**config.mk**
```make
export PLATFORM = sky130hd
export DESIGN_NAME = stream_demux
export DESIGN_NICKNAME = d
export VERILOG_FILES = /design/src/rtl/stream_demux_pkg.sv /design/src/rtl/demux_slot.sv /design/src/rtl/stream_demux.sv
export SDC_FILE = /design/constraint.sdc
export NUM_CORES = 1
export LEC_CHECK = 0
export BUFFER_PORTS_ARGS = -buffer_cell sky130_fd_sc_hd__buf_2
export CAP_MARGIN = 40
export CORE_UTILIZATION = 25
export CTS_CLUSTER_SIZE = 28
export DETAILED_ROUTE_END_ITERATION = 10
export HOLD_SLACK_MARGIN = 0.15
export PLACE_DENSITY = 0.53
export SYNTH_ARGS = -nofsm -noshare
export SYNTH_HDL_FRONTEND = slang
export SYNTH_SLANG_ARGS = --single-unit
export TNS_END_PERCENT = 10
```
**constraint.sdc**
```tcl
create_clock -name clk_i -period 2.3 [get_ports clk_i]
set_clock_uncertainty 0.1 [all_clocks]
set_input_delay 0.46 -clock clk_i [delete_from_list [all_inputs] [get_ports clk_i]]
set_output_delay 0.46 -clock clk_i [all_outputs]
set_load 0.05 [all_outputs]
```
**src/rtl/stream_demux_pkg.sv**
```systemverilog
// Shared types and constants for the stream demultiplexer and its per-channel slots.
package stream_demux_pkg;

    localparam int DEF_DATA_WIDTH = 32;
    localparam int DEF_N_CH       = 8;
    localparam int SEL_W          = 3;
    localparam int DROP_CNT_W     = 16;

    typedef enum logic {
        CH_EMPTY = 1'b0,
        CH_FULL  = 1'b1
    } ch_state_t;

endpackage

```
**src/rtl/demux_slot.sv**
```systemverilog
// One-entry holding register with valid/ready output handshake for a single channel.
//
// state    | meaning
// CH_EMPTY | no word held, output valid low
// CH_FULL  | word held in data_q, presented until the consumer takes it
module demux_slot
    import stream_demux_pkg::*;
#(
    parameter int DATA_WIDTH = DEF_DATA_WIDTH
) (
    input  logic                  clk_i,
    input  logic                  rst_i,
    input  logic                  load_i,
    input  logic [DATA_WIDTH-1:0] data_i,
    input  logic                  ready_i,
    output logic                  valid_o,
    output logic [DATA_WIDTH-1:0] data_o,
    output logic                  free_o
);

    ch_state_t             state_q, state_d;
    logic [DATA_WIDTH-1:0] data_q, data_d;
    logic                  drain;

    assign drain = (state_q == CH_FULL) & ready_i;

    always_comb begin
        state_d = state_q;
        data_d  = data_q;
        if (load_i) begin
            // a load on a draining cycle replaces the word in place, so no bubble
            state_d = CH_FULL;
            data_d  = data_i;
        end else if (drain) begin
            state_d = CH_EMPTY;
        end
    end

    always_ff @(posedge clk_i) begin
        if (rst_i) begin
            state_q <= CH_EMPTY;
            data_q  <= '0;
        end else begin
            state_q <= state_d;
            data_q  <= data_d;
        end
    end

    assign valid_o = (state_q == CH_FULL);
    assign data_o  = data_q;
    assign free_o  = (state_q == CH_EMPTY) | ready_i;

endmodule

```
**src/rtl/stream_demux.sv**
```systemverilog
// Registered 1-to-N stream demultiplexer: selector decode, input ready mux and
// a saturating counter of words dropped for out-of-range selectors.
module stream_demux
    import stream_demux_pkg::*;
#(
    parameter int DATA_WIDTH = DEF_DATA_WIDTH,
    parameter int N_CH       = DEF_N_CH
) (
    input  logic                       clk_i,
    input  logic                       rst_i,
    input  logic [SEL_W-1:0]           selector_i,
    input  logic [DATA_WIDTH-1:0]      channel_in_i,
    input  logic                       valid_i,
    output logic                       ready_o,
    output logic [N_CH*DATA_WIDTH-1:0] ch_data_o,
    output logic [N_CH-1:0]            ch_valid_o,
    input  logic [N_CH-1:0]            ch_ready_i,
    output logic [DROP_CNT_W-1:0]      drop_cnt_o,
    output logic                       busy_o
);

    localparam logic [SEL_W:0] N_CH_W = (SEL_W+1)'(N_CH);

    logic                  sel_legal;
    logic                  sel_free;
    logic                  accept;
    logic [N_CH-1:0]       slot_free;
    logic [N_CH-1:0]       slot_load;
    logic [DROP_CNT_W-1:0] drop_cnt_q, drop_cnt_d;

    assign sel_legal = ({1'b0, selector_i} < N_CH_W);

    always_comb begin
        sel_free = 1'b0;
        for (int k = 0; k < N_CH; k++) begin
            if (selector_i == SEL_W'(k)) begin
                sel_free = slot_free[k];
            end
        end
    end

    // out-of-range words are always accepted so they can be discarded
    assign ready_o = ~rst_i & (~sel_legal | sel_free);
    assign accept  = valid_i & ready_o;

    always_comb begin
        slot_load = '0;
        for (int k = 0; k < N_CH; k++) begin
            slot_load[k] = accept & (selector_i == SEL_W'(k));
        end
    end

    for (genvar g = 0; g < N_CH; g++) begin : g_slot
        demux_slot #(
            .DATA_WIDTH (DATA_WIDTH)
        ) u_slot (
            .clk_i   (clk_i),
            .rst_i   (rst_i),
            .load_i  (slot_load[g]),
            .data_i  (channel_in_i),
            .ready_i (ch_ready_i[g]),
            .valid_o (ch_valid_o[g]),
            .data_o  (ch_data_o[g*DATA_WIDTH +: DATA_WIDTH]),
            .free_o  (slot_free[g])
        );
    end

    always_comb begin
        drop_cnt_d = drop_cnt_q;
        if (accept & ~sel_legal & ~(&drop_cnt_q)) begin
            drop_cnt_d = drop_cnt_q + 1'b1;
        end
    end

    always_ff @(posedge clk_i) begin
        if (rst_i) begin
            drop_cnt_q <= '0;
        end else begin
            drop_cnt_q <= drop_cnt_d;
        end
    end

    assign drop_cnt_o = drop_cnt_q;
    assign busy_o     = |ch_valid_o;

endmodule
```
==> results of run 1 <==
registers in the layout (all words and copies together) (netlist names):
name,flops
g_slot.u_slot.valid_o,8
g_slot.u_slot.data_o,256
timing repair:
item                                   CTS  global route
setup endpoints to repair                1             1
buffers inserted                         4             0
endpoints found under the hold margin  192             0
pin swaps                                0             0
gates resized for setup                  8             0
hold buffers                            28             0
stage by stage:
| step | worst slack [ps] | total power (uW) | TNS, ps | instances |
|---|---|---|---|---|
| final | -115.7 | 10090 | -115.7 | 2042 |
| after CTS | -149.3 | 10250 | -149.3 | 2042 |
| after floorplan | 174.2 | 5317 | 0 | 1239 |
| after global routing | -193.6 | 10450 | -193.6 | 2042 |
| after global placement | 22.58 | 5521 | 0 | 1956 |
| after detailed placement | 31.16 | 5526 | 0 | 1956 |
logic make-up after synthesis:
kind of cell	after synthesis	synth area share [%]
AND/OR/NAND/NOR	546	22.50
AO/OA/AOI/OAI	268	14.13
flip-flops	264	55.13
buffers and inverters	143	7.857
multiplexers	2	0.3393
other	1	0.03912
Yosys cell counts:
library cell / n
o211ai_1: 1
o211a_1: 1
clkbuf_1: 43
mux2i_1: 1
nor3_1: 1
nand4_1: 2
and3b_1: 2
a21oi_1: 265
nor2b_1: 4
and4b_1: 1
mux4_2: 1
and3_1: 4
nand2_1: 514
conb_1: 1
nand3_1: 4
nand4b_2: 1
dfxtp_1: 264
buf_1: 1
buf_2: 62
nor3b_4: 1
buf_4: 37
nor2_1: 1
o221a_2: 1
nor4_1: 2
nand2b_1: 8
nor3b_2: 1
cells in the final DEF (no fill, tap or decap), types with 3 or more instances in the layout:
cell type	Yosys	layout
nand2_1	514	514
buf_2	62	309
a21oi_1	265	265
dfxtp_1	264	260
buf_4	37	36
clkbuf_16	0	31
dlygate4sd3_1	0	28
conb_1	1	16
clkbuf_1	43	13
nand2b_1	8	8
buf_12	0	6
clkbuf_8	0	5
and3_2	0	4
nand3_2	0	4
dfxtp_2	0	4
nor2b_1	4	3
per-layer routing:
metal | part of all wire (%) | wire length (um) | vias up | track usage (%)
met5 | 0.048 | 17 | - | 0
met4 | 3.4 | 1209 | 2 | 6.374
met3 | 7.9 | 2786 | 60 | 4.957
met2 | 47 | 16730 | 325 | 29.47
met1 | 41 | 14510 | 4239 | 20.62
li1 | - | - | 4423 | -
path summary, 6_finish.rpt:
kind | endpoint | slack, ps | start
min | g_slot[2].u_slot.data_o[12]$_SDFFE_PP0P_ | 180 | channel_in_i[12]
min reg2reg | g_slot[1].u_slot.data_o[12]$_SDFFE_PP0P_ | 350 | g_slot[1].u_slot.data_o[12]$_SDFFE_PP0P_
max | ready_o | -120 | g_slot[7].u_slot.valid_o$_SDFFE_PP0P_
max reg2reg | g_slot[7].u_slot.data_o[6]$_SDFFE_PP0P_ | 660 | g_slot[7].u_slot.valid_o$_SDFFE_PP0P_
power by group:
group | leakage [uW] | internal, uW | switching [uW] | total [uW]
registers | 0.00213 | 4630 | 29.0 | 4660
logic | 0.00273 | 185 | 613 | 798
clock network | 0.000464 | 2740 | 1890 | 4630
total | 0.00532 | 7560 | 2530 | 10100
worst reg2reg max path, stage by stage (launching register included):
cell,delay (ps)
dfxtp_2,340
nand2b_1,80
buf_4,140
buf_4,130
nand4_1,180
buf_4,340
nand2_1,110
a21oi_1,140
cell type report:
type | instances | share of cell area [%]
Clock inverter | 5 | 0.4503
Clock buffer | 49 | 6.990
Multi-Input combinational cell | 832 | 28.61
Tap cell | 511 | 5.002
Timing Repair Buffer | 381 | 17.55
Sequential cell | 264 | 41.39
==> results by group, run 1 <==
Floorplanning
  – DIE AREA: 39,130 um2
  – Initial cell density of the core: 25.45%
  – Row cnt: 71
  – CORE AREA: 37,670 um2
  – Die Width: 197.8 um
  – Boundary Pins: 328
  – Die H: 197.8 um

STA
  – Fin. Hold Viols: 0
  – Setup slack after layout: -115.7 ps
  – RSZ-0062 raised after global routing: true
  – Max_slew headroom: 62.00%
  – Final hold slack: 178.0 ps
  – Worst slew pin tran: 570.0 ps
  – Fin. max-slew vios: 0
  – Final Cycle Share: 105.0%
  – Final Critical Period: 2416 ps
  – FMAX: 414.0 MHz
  – Final setup viols: 1

Synthesis
  – Post-synth top area cell: dfxtp_1
  – Avg Cell Area, Syn: 7.832 um2
  – Synth top area share: 55.13%
  – #FFs+latches synth: 264
  – Leading post-synthesis cells by cell area: dfxtp_1 (55%), nand2_1 (20%), a21oi_1 (14%)
  – Netlist Area Pre-Place: 9587 um2
  – Post-synthesis sequential area ratio: 55.13%
  – Synth Instances: 1,224
  – Synth unique cells: 26
  – Ys Warns: 0

Clock tree
  – CTS Buffer Depth: 3
  – Clock transition at path regs: 60 ps
  – TritonCTS clock tree: done
  – Htree depth: 1
  – CTS Root Buffer Type: clkbuf_16
  – Number of clock sinks: 264
  – CTS buffer count: 30
  – Worst skew pair latency: 560 ps

Finish
  – Nets: 1,555
  – Final Cell Area: 12,780 um2
  – Share of cells above drive strength 1: 27.11%
  – Multi-input gate area: 3657 um2
  – Area occupied by registers: 5290 um2
  – Post-Route Utilization: 33.93%
  – P&R area growth vs syn: 33.32%
  – ANT cells: 0
  – Filler cells: 4,074

Detailed routing
  – Drt initial violations: 522
  – Routed via count: 9,049
  – Antenna-violating nets left: 0
  – Total routed wirelength: 35.26 mm
  – Via density: 4.431
  – DR pass1 iterations: 4
  – Per-cell routed wire length: 17.27 um
  – Residual DRC: 0

Critical path
  – Startpoint Class: flop
  – Cell family with most CP delay: multiplexers
  – Buf/Inv on CP: 1
  – Setup Crit Path Kind: flop to primary output
  – Slowest-stage cell, CP: mux4_2
  – Cell breakdown of the critical path: nand2b_1 > mux4_2 > nor2b_4 > nor3_4 > buf_6
  – Setup crit end kind: primary output
  – Register-to-Register Path Depth: 7
  – Crit path depth: 5
  – CP required: 1740 ps
  – Slowest stage delay, CP: 520 ps
  – Crit Path Max Fanout: 2
  – Arr. time, crit path: 1860 ps

Placement
  – IO buf count: 311
  – Post-DP HPWL: 23.92 mm
  – GP Congestion: 0.8646
  – DP Area: 11,500 um2

Job
  – Max-cap violations: 0

GRT
  – Largest net degree at the start of global routing: 122
  – GR Overflow Total: 0
  – Global-route wire length before repair: 51.49 mm
  – Initial antenna violation count: 1
  – All-Layer GR Usage: 17.32%
  – Vias in the first global route: 8,479

Pwr
  – Leakage: 0.005323 uW
  – VDD IR-drop max: 0.0006281 V
  – P per Cell Area: 789.5 nW/um2

Worst hold path
  – Hold Path Depth: 3
  – Worst Hold Class: input port to flop

Outcome
  – Failing checks: setup timing
  – Run status: finished with violations
(Power assumes the default switching activity.)
==> run 2, diff against run 1 <==
--- a/config.mk
+++ b/config.mk
@@ -7,2 +7,3 @@
 export LEC_CHECK = 0
+export ABC_AREA = 1
 export BUFFER_PORTS_ARGS = -buffer_cell sky130_fd_sc_hd__buf_2
@@ -13,3 +14,4 @@
 export HOLD_SLACK_MARGIN = 0.15
-export PLACE_DENSITY = 0.53
+export PLACE_DENSITY = 0.51
+export SETUP_SLACK_MARGIN = 0.5
 export SYNTH_ARGS = -nofsm -noshare
--- a/constraint.sdc
+++ b/constraint.sdc
@@ -4,2 +4,2 @@
 set_output_delay 0.46 -clock clk_i [all_outputs]
-set_load 0.05 [all_outputs]
+set_load 0.01 [all_outputs]
==> run 2 against run 1 <==
The run now ends clean. Critical path depth up 5. Global-route usage is 1.3 points lower. Power is 1.2% higher.
==> results by group, run 2 <==
Outcome
  – Run status: completed

Finish
  – Multi-input gate area: 4399 um2 (+20%)
  – P&R area growth vs syn: 36.50%
  – Filler cells: 4,764 (+17%)
  – Most frequent cells in the layout: nor2_1 (515), nand2_1 (477), buf_2 (310)
  – Post-Route Utilization: 34.78% (+0.85 points)
  – Finished Layout Cells: 2,678 (+31%)
  – Commonest non-fill, non-tap cell in the layout: nor2_1
  – Area occupied by registers: 5290 um2 (unchanged)
  – Nets: 2,111 (+36%)
  – Largest register FFs: 256 (unchanged)
  – ANT cells: 0 (unchanged)
  – Share of cells above drive strength 1: 23.92% (-3.2 points)

GRT
  – Global-route wire length before repair: 57.80 mm (+12%)
  – Initial antenna violation count: 1 (unchanged)
  – All-Layer GR Usage: 16.01% (-1.3 points)
  – GR Overflow Total: 0 (unchanged)
  – Largest net degree at the start of global routing: 46 (-62%)
  – Vias in the first global route: 9,725 (+15%)

Clock tree
  – Htree depth: 1 (unchanged)
  – Number of clock sinks: 264 (unchanged)
  – TritonCTS clock tree: done
  – CTS buffer count: 31 (+3.3%)
  – CTS Root Buffer Type: clkbuf_16
  – CTS Buffer Depth: 3 (unchanged)
  – Worst skew pair latency: 560 ps (about the same)
  – Clock transition at path regs: 60 ps (about the same)

Synthesis
  – Netlist Area Pre-Place: 11,340 um2 (+18%)
  – Post-synthesis sequential area ratio: 46.60% (-8.5 points)
  – Leading post-synthesis cells by cell area: dfxtp_1 (47%), nand2_1 (17%), nor2_1 (17%)
  – Post-synth top area cell: dfxtp_1
  – Count leader, synth: nand2_1
  – #FFs+latches synth: 264 (unchanged)
  – Asr flop ratio synth: 0% (unchanged)
  – Main synth FF type: dfxtp_1
  – Avg Cell Area, Syn: 6.455 um2 (-18%)
  – Synth unique cells: 18 (-31%)
  – Ys Warns: 0 (unchanged)
  – Synth Instances: 1,757 (+44%)
  – Synth top area share: 46.60% (-8.5 points)
  – Post-synth EDFFs: 0 (unchanged)
  – Most frequent cells after synthesis: nand2_1 (524), nor2_1 (519), inv_1 (272)

STA
  – FMAX: 450.1 MHz (+8.7%)
  – Fin. Hold Viols: 0 (unchanged)
  – Final Critical Period: 2222 ps (-193.8 ps)
  – Fin. max-slew vios: 0 (unchanged)
  – Final setup viols: 0 (-1)
  – Setup_tns: 0 ps (+115.7 ps)
  – RSZ-0062 raised after global routing: true
  – Final Cycle Share: 96.60% (-8.4 points)

Critical path
  – Startpoint Class: flop
  – Setup crit end kind: primary output
  – Arr. time, crit path: 1660 ps (-200 ps)
  – Cell family with most CP delay: simple AND/OR/NAND/NOR gates
  – Crit Path Max Fanout: 2 (unchanged)
  – Slowest stage delay, CP: 320 ps (-200 ps)
  – Setup Crit Path Kind: flop to primary output
  – CP required: 1740 ps (about the same)
  – Buf/Inv on CP: 4 (+3)
  – Most frequent CP cell: inv_1
  – Cell breakdown of the critical path: inv_1 > nor2_1 > inv_1 > a21oi_1 > nand2_1 > nand2_2 > nand3_4 > nand2_4 > inv_2 > buf_6
  – Slowest-stage cell, CP: dfxtp_2

Detailed routing
  – Antenna-violating nets left: 0 (unchanged)
  – Total routed wirelength: 39.96 mm (+13%)
  – Drt initial violations: 578 (+11%)
  – Residual DRC: 0 (unchanged)
  – Via density: 4.001 (-9.7%)
  – Routed via count: 10,720 (+18%)
  – DR pass1 iterations: 5 (+1)
  – Per-cell routed wire length: 14.92 um (-14%)

Placement
  – GP Congestion: 0.7913 (-8.5%)
  – Post-DP HPWL: 23.86 mm (-0.28%)
  – IO buf count: 311 (unchanged)
  – Post-Place Cells: 2,565 (+31%)

Pwr
  – VDD IR-drop max: 0.0004392 V (-30%)
  – Leakage: 0.008967 uW (+68%)
  – PnR Total Power: 10,210 uW (+1.2%)
  – P per Cell Area: 659.7 nW/um2 (-16%)

Floorplanning
  – Initial cell density of the core: 25.48% (+0.028 points)
  – Die Width: 215.0 um (+8.7%)
  – Row cnt: 77 (+8.5%)
  – DIE AREA: 46,220 um2 (+18%)
  – CORE AREA: 44,510 um2 (+18%)
  – Boundary Pins: 328 (unchanged)
  – Die H: 215.0 um (+8.7%)

Job
  – Max-cap violations: 0 (unchanged)

Worst hold path
  – Worst Hold Class: input port to flop
## run 2: timing repair
item | CTS | global route
cloned | 11 | 11
hold buffers | 19 | 0
pin swaps | 11 | 39
endpoints found under the hold margin | 57 | 0
setup buffers | 11 | 7
resized for setup | 33 | 83
endpoints found under the setup margin | 266 | 266
## run 2: kinds of logic after synthesis
kind of cell,count (synthesis),share of synthesized area [%]
AO/OA/AOI/OAI,11,0.5516
other,1,0.03307
AND/OR/NAND/NOR,1065,35.68
flip-flops,264,46.60
buffers and inverters,416,17.13
## run 2: final timing paths
kind,start,slack (ps),to,cells after the start
setup / recovery,g_slot[3].u_slot.valid_o$_SDFFE_PP0P_,80,ready_o,10
hold / removal,channel_in_i[15],180,g_slot[7].u_slot.data_o[15]$_SDFFE_PP0P_,3
setup reg to reg,g_slot[3].u_slot.valid_o$_SDFFE_PP0P_,110,g_slot[2].u_slot.data_o[21]$_SDFFE_PP0P_,17
hold reg to reg,g_slot[5].u_slot.data_o[0]$_SDFFE_PP0P_,410,g_slot[5].u_slot.data_o[0]$_SDFFE_PP0P_,4
## run 2: area by class of cell
type | instances | area share, %
inverter | 273 | 6.693
clock inverter | 11 | 0.5739
clock buffer | 43 | 5.626
timing repair buffer | 403 | 19.73
tap | 592 | 4.785
sequential | 264 | 34.17
multi-input combinational | 1092 | 28.42
## run 2: per-stage QoR
step	setup slack, ps	cell area (um2)	hold slack, ps
2_1_floorplan	464.6	11540	370.3
3_3_place_gp	7.226	13250	393.4
3_5_place_dp	-44.68	13250	396.7
4_1_cts	6.727	14920	150.2
5_1_grt	-33.13	15480	166.9
6_report	78.09	15480	177.3
## run 2: worst register-to-register path, delay by kind of cell, from the launching register on
family                 cells  cell delay (ps)
buffers and inverters      8              910
AND/OR/NAND/NOR            8              610
flip-flops                 1              320
AO/OA/AOI/OAI              1              130
## run 2: routing by layer
layer  share of wire, %  global-route usage (%)  up-vias
li1                   -                       -     5558
met5              0.040                       0        -
met1                 47                   20.98     4842
met3                6.0                   4.133       43
met4                1.7                   3.026        2
met2                 46                   26.53      270
## run 2: where the power goes
part	total, uW	internal [uW]	switching (uW)
Sequential	4700	4660	43.9
Combinational	792	286	506
Clock	4720	2730	1990
